### src/rtl/dir_manager.sv
// Port-access arbiter for a TIS-100 compute node: handshakes with the four neighbour
// channels for the current instruction's src/dst operands and stalls via clk_en until they finish.
module dir_manager #(
  parameter logic [2:0] TARGET_NIL   = 3'd0,
  parameter logic [2:0] TARGET_ACC   = 3'd1,
  parameter logic [2:0] TARGET_UP    = 3'd2,
  parameter logic [2:0] TARGET_DOWN  = 3'd3,
  parameter logic [2:0] TARGET_LEFT  = 3'd4,
  parameter logic [2:0] TARGET_RIGHT = 3'd5,
  parameter logic [2:0] TARGET_ANY   = 3'd6,
  parameter logic [2:0] TARGET_LAST  = 3'd7
) (
  input  logic               clk,
  input  logic               reset,
  input  logic [2:0]         src,
  input  logic [2:0]         dst,
  input  logic signed [10:0] left_in_data,
  input  logic signed [10:0] right_in_data,
  input  logic signed [10:0] up_in_data,
  input  logic signed [10:0] down_in_data,
  input  logic               left_in_valid,
  input  logic               right_in_valid,
  input  logic               up_in_valid,
  input  logic               down_in_valid,
  output logic               left_in_ready,
  output logic               right_in_ready,
  output logic               up_in_ready,
  output logic               down_in_ready,
  output logic signed [10:0] left_out_data,
  output logic signed [10:0] right_out_data,
  output logic signed [10:0] up_out_data,
  output logic signed [10:0] down_out_data,
  output logic               left_out_valid,
  output logic               right_out_valid,
  output logic               up_out_valid,
  output logic               down_out_valid,
  input  logic               left_out_ready,
  input  logic               right_out_ready,
  input  logic               up_out_ready,
  input  logic               down_out_ready,
  output logic               clk_en,
  output logic signed [10:0] dir_src_data,
  input  logic signed [10:0] dir_dst_data
);

  localparam logic [0:0] PH_READ  = 1'b0;
  localparam logic [0:0] PH_WRITE = 1'b1;

  logic [0:0]         phase_q, phase_d;
  logic               last_vld_q, last_vld_d;
  logic [1:0]         last_idx_q, last_idx_d;
  logic signed [10:0] src_reg_q, src_reg_d;

  // Port vectors are ordered by ANY priority: [0]=LEFT, [1]=RIGHT, [2]=UP, [3]=DOWN.
  logic [3:0]         in_valid_v, out_ready_v, in_ready_v, out_valid_v;
  logic signed [10:0] in_data_a  [4];
  logic signed [10:0] out_data_a [4];

  logic               src_any, dst_any, src_port, dst_port;
  logic [3:0]         src_oh, dst_oh, data_oh, wr_xfer;
  logic               rd_done, wr_done, wr_active;
  logic signed [10:0] rd_data;

  assign in_valid_v  = {down_in_valid, up_in_valid, right_in_valid, left_in_valid};
  assign out_ready_v = {down_out_ready, up_out_ready, right_out_ready, left_out_ready};
  assign in_data_a[0] = left_in_data;
  assign in_data_a[1] = right_in_data;
  assign in_data_a[2] = up_in_data;
  assign in_data_a[3] = down_in_data;

  function automatic logic [3:0] dir_sel(input logic [2:0] code, input logic lv,
                                         input logic [1:0] li);
    case (code)
      TARGET_LEFT:            dir_sel = 4'b0001;
      TARGET_RIGHT:           dir_sel = 4'b0010;
      TARGET_UP:              dir_sel = 4'b0100;
      TARGET_DOWN:            dir_sel = 4'b1000;
      TARGET_LAST:            dir_sel = lv ? (4'b0001 << li) : 4'b0000;
      TARGET_NIL, TARGET_ACC: dir_sel = 4'b0000;
      default:                dir_sel = 4'b0000;
    endcase
  endfunction

  function automatic logic [3:0] first_one(input logic [3:0] v);
    first_one = v & (~v + 4'd1);
  endfunction

  function automatic logic [1:0] enc(input logic [3:0] oh);
    case (oh)
      4'b0010: enc = 2'd1;
      4'b0100: enc = 2'd2;
      4'b1000: enc = 2'd3;
      default: enc = 2'd0;
    endcase
  endfunction

  always_comb begin
    src_any   = (src == TARGET_ANY);
    dst_any   = (dst == TARGET_ANY);
    src_oh    = src_any ? first_one(in_valid_v) : dir_sel(src, last_vld_q, last_idx_q);
    src_port  = src_any || (dir_sel(src, last_vld_q, last_idx_q) != 4'b0000);
    dst_port  = dst_any || (dir_sel(dst, last_vld_q, last_idx_q) != 4'b0000);
    rd_done   = src_port && ((src_oh & in_valid_v) != 4'b0000);
    rd_data   = '0;
    for (int unsigned i = 0; i < 4; i++) begin
      rd_data = rd_data | (in_data_a[i] & {11{src_oh[i]}});
    end

    wr_active = (phase_q == PH_WRITE) || (dst_port && !src_port);
    // ANY destination offers to all ports until one is ready, then commits to the first ready one.
    if (dst_any) begin
      dst_oh  = (out_ready_v != 4'b0000) ? first_one(out_ready_v) : 4'b1111;
      data_oh = 4'b1111;
    end else begin
      dst_oh  = dir_sel(dst, last_vld_q, last_idx_q);
      data_oh = dst_oh;
    end
    out_valid_v = wr_active ? dst_oh : 4'b0000;
    wr_xfer     = out_valid_v & out_ready_v;
    wr_done     = (wr_xfer != 4'b0000);

    in_ready_v   = '0;
    dir_src_data = '0;
    if (phase_q == PH_WRITE) begin
      dir_src_data = src_reg_q;
    end else if (src_port) begin
      in_ready_v   = src_any ? 4'b1111 : src_oh;
      dir_src_data = rd_data;
    end

    if (phase_q == PH_WRITE) clk_en = wr_done;
    else if (!dst_port)      clk_en = src_port ? rd_done : 1'b1;
    else if (!src_port)      clk_en = wr_done;
    else                     clk_en = 1'b0;

    phase_d    = phase_q;
    last_vld_d = last_vld_q;
    last_idx_d = last_idx_q;
    src_reg_d  = src_reg_q;
    if (phase_q == PH_WRITE) begin
      if (wr_done) begin
        phase_d = PH_READ;
        if (dst_any) begin
          last_vld_d = 1'b1;
          last_idx_d = enc(wr_xfer);
        end
      end
    end else begin
      if (rd_done && src_any) begin
        last_vld_d = 1'b1;
        last_idx_d = enc(src_oh);
      end
      if (rd_done && dst_port) begin
        phase_d   = PH_WRITE;
        src_reg_d = rd_data;
      end
      if (!src_port && wr_done && dst_any) begin
        last_vld_d = 1'b1;
        last_idx_d = enc(wr_xfer);
      end
    end
  end

  always_comb begin
    for (int unsigned i = 0; i < 4; i++) begin
      out_data_a[i] = (wr_active && data_oh[i]) ? dir_dst_data : '0;
    end
  end

  always_ff @(posedge clk or posedge reset) begin
    if (reset) begin
      phase_q    <= PH_READ;
      last_vld_q <= 1'b0;
      last_idx_q <= 2'd0;
      src_reg_q  <= '0;
    end else begin
      phase_q    <= phase_d;
      last_vld_q <= last_vld_d;
      last_idx_q <= last_idx_d;
      src_reg_q  <= src_reg_d;
    end
  end

  assign left_in_ready   = in_ready_v[0];
  assign right_in_ready  = in_ready_v[1];
  assign up_in_ready     = in_ready_v[2];
  assign down_in_ready   = in_ready_v[3];
  assign left_out_valid  = out_valid_v[0];
  assign right_out_valid = out_valid_v[1];
  assign up_out_valid    = out_valid_v[2];
  assign down_out_valid  = out_valid_v[3];
  assign left_out_data   = out_data_a[0];
  assign right_out_data  = out_data_a[1];
  assign up_out_data     = out_data_a[2];
  assign down_out_data   = out_data_a[3];

endmodule

### config.mk
export PLATFORM = sky130hd
export DESIGN_NAME = dir_manager
export DESIGN_NICKNAME = d
export VERILOG_FILES = /design/src/rtl/dir_manager.sv
export SDC_FILE = /design/constraint.sdc
export NUM_CORES = 1
export LEC_CHECK = 0
export BUFFER_PORTS_ARGS = -buffer_cell sky130_fd_sc_hd__clkbuf_2
export CORE_ASPECT_RATIO = 1.4
export CORE_MARGIN = 2
export CORE_UTILIZATION = 42
export DETAILED_ROUTE_END_ITERATION = 8
export PLACE_DENSITY = 0.93
export SLEW_MARGIN = 20
export SYNTH_ARGS = -nofsm -noshare
export SYNTH_HDL_FRONTEND = slang
export SYNTH_SLANG_ARGS = --single-unit
### constraint.sdc
create_clock -name clk -period 2.7 [get_ports clk]
set_input_delay 0.27 -clock clk [delete_from_list [all_inputs] [get_ports clk]]
set_output_delay 0.27 -clock clk [all_outputs]
set_load 0.05 [all_outputs]
==> metrics.txt <==
outcome=finished clean; power share of the sequential group=0.184; Initial Utilization=0.4312; Setup crit end kind=output port; Synth Register Bits=15; sequential cell area=376.6 sq um; layout cell share with drive strength beyond 1=0.5014; startpoint class of the critical path=flop; Mean Syn Cell Area=8.120 sq um; # Post-CTS Setup Buffers=0; Comb power frac=0.736; delay-heaviest family, CP=compound AO/OA/AOI/OAI gates; largest net degree at the start of global routing=21; final hold vios=0; count of maximum capacitance violations=0; Peak VDD IR=924.7 uV; Top Usage Layer GRT=met2; first-pass GRT wire length=9342 um; Initial DRC Count=100; WP buf/inv=2; synth unique cells=50; vias=2279; TritonCTS Sinks=15; met2 global-route usage=0.4526; PD cells=821.8 mW/mm^2; GRT Total Usage=0.2302; H-Tree Level Count=1; max_slew headroom=0.6380; crit path DAT=2.25 ns; final worst slack=0.1819 ns; Req. time, crit path=2.43 ns; First-pass DRT Iterations=4; critical path class=flop to output port; number of global-route vias before repair=2148; multi-input logic area=0.001415 sq mm; die height=84.09 um; port bufs=134; via/cell ratio=5.362; worst skew pair latency=0.24 ns; Post-synth EDFFs=0; crit path max-delay cell type=dfrtp_1; Layout area overhead=38.23%; M3 GR Usage=0.01395; crit path max fanout=11; post-place setup slack=0.3402 ns; fmax=397.1 MHz; filler cell count=400; Worst Tran Pin Value=0.5410 ns; highest-count cells in the layout ignoring fill and taps=134 x clkbuf_2, 46 x and2_1, 22 x a22oi_1; Min-Delay Path Class=input pin to async pin; final setup vio count=0; clock root cell=clkbuf_8; max-slew violations=0; DP Wirelength=4994 um; CTS Buffer Depth=2; Yosys Warn Count=0; CORE AREA=0.004463 sq mm; setup TNS=0 ns; Congestion Overflow GR=0; RePlAce Congestion=0.8688; final wirelength=5995 um; met1 usage=0.2440; initial antenna violation count=0; Reg clk slew, reported paths=0.06 ns; most common cell after layout, fill and taps aside=clkbuf_2; Gate Count Post-Synth=237; Leak=1.375 nW; Std-Cell Rows=29; crit path time final=2.518 ns; switching power total=1.222 mW; Final ANT Viol Nets=0; ys flop type=dfrtp_1; # IOs=135; Post-Syn Area=0.001924 sq mm; internal power=963.7 uW; total CTS buffers=3; Tcrit/Tclk final=0.9326; Mapped Nets=308; Slowest Stage Delay on Critical Path=0.43 ns; Worst Clk Skew=0.0008536 ns; clock network fraction of total power=0.079; fin nets=435; post-synthesis async set-or-reset flop share=1.000; Die ar.=0.005147 sq mm; sw frac=0.5591; RSZ-0062 raised after global routing=false; Post-route DRC=0; CTS tree=yes; routed len/inst=14.11 um; antenna cells=0; Die W=61.21 um; sequential element share of the synthesized area=0.1951; cell chain of the critical path=o31ai_1, a21boi_1, buf_4, a22oi_1, o21ai_1, mux2_2, clkbuf_2
[through the flow]
step | hold slack, ns | utilization | total power [mW] | instances | area (sq um)
2_1_floorplan | 0.1715 | - | 1.667 | 237 | 1924
3_3_place_gp | 0.3105 | 0.5854 | 1.973 | 421 | 2613
3_5_place_dp | 0.3212 | 0.5854 | 2.007 | 421 | 2613
4_1_cts | 0.06340 | 0.5955 | 2.188 | 425 | 2658
5_1_grt | 0.09601 | 0.5960 | 2.309 | 425 | 2660
6_report | 0.04283 | 0.5960 | 2.186 | 425 | 2660
[per-layer routing]
metal,part of all wire,wire [um],up-vias
met4,0.021,123,0
met1,0.36,2129,1039
li1,-,-,1105
met2,0.55,3316,123
met3,0.071,426,12
met5,0,0,-
[power groups by stage]
stage / combinational, mW / clock (mW) / sequential (mW)
global placement: 1.58 / 0 / 0.395
global route: 1.71 / 0.186 / 0.416
finish: 1.61 / 0.174 / 0.403
floorplan: 1.30 / 0 / 0.372
CTS: 1.61 / 0.176 / 0.399
detailed placement: 1.61 / 0 / 0.397
[cell type report]
class,count,area share
Tap cell,62,0.02916
Clock buffer,4,0.01693
Inverter,8,0.01129
Sequential cell,15,0.1416
Timing Repair Buffer,140,0.2690
Multi-Input combinational cell,196,0.5320
[final timing paths]
path	cells past startpoint	start	slack (ns)	endpoint
worst min-delay path	2	reset	0.04	src_reg_q[4]
worst max register to register	7	last_idx_q[0]	0.53	last_idx_q[0]
min in group clk	4	up_in_data[7]	0.44	src_reg_q[7]
worst max-delay path	7	last_idx_q[0]	0.18	dir_src_data[2]
max in group asynchronous	2	reset	2.28	last_vld_q
worst min register to register	1	src_reg_q[4]	0.51	src_reg_q[4]
[state kept, by name, indices dropped and copies added (netlist names)]
signal and flops:
phase_q 1, last_idx_q 2, last_vld_q 1, src_reg_q 11
[cell usage after synthesis (3+ instances only)]
master,n,area share
and2_1,46,0.15
a31oi_1,3,0.0098
o31ai_1,3,0.012
o21ai_0,5,0.013
a21oi_1,6,0.016
nor3_1,5,0.013
nor2_1,14,0.027
nand2b_1,5,0.016
nand3b_1,3,0.012
o21a_1,4,0.016
a22oi_1,22,0.086
inv_2,3,0.0059
mux2_2,13,0.076
o21bai_1,3,0.012
nand3_1,3,0.0078
o21ai_1,14,0.036
inv_1,5,0.0098
nor2b_1,3,0.0098
nand2_1,7,0.014
buf_4,3,0.012
buf_6,3,0.018
dfrtp_1,15,0.20
mux2_4,8,0.062
clkbuf_1,8,0.016
buf_2,3,0.0078
mux2_1,3,0.018
[cells by family (layout without fill, tap and decap cells)]
kind of cell	count (synthesis)	after routing	synth area share
buffers and inverters	26	152	0.07022
AOI/OAI and AO/OA	76	76	0.2854
and+or+nand+nor	95	95	0.2880
muxes	25	25	0.1612
DFF	15	15	0.1951
[timing repair]
item / 4_1_cts / 5_1_grt
setup endpoints to repair: 0 / 8
gates resized for setup: 0 / 2
hold buffers: 0 / 0
No activity file was read; power rests on OpenSTA's default activity.
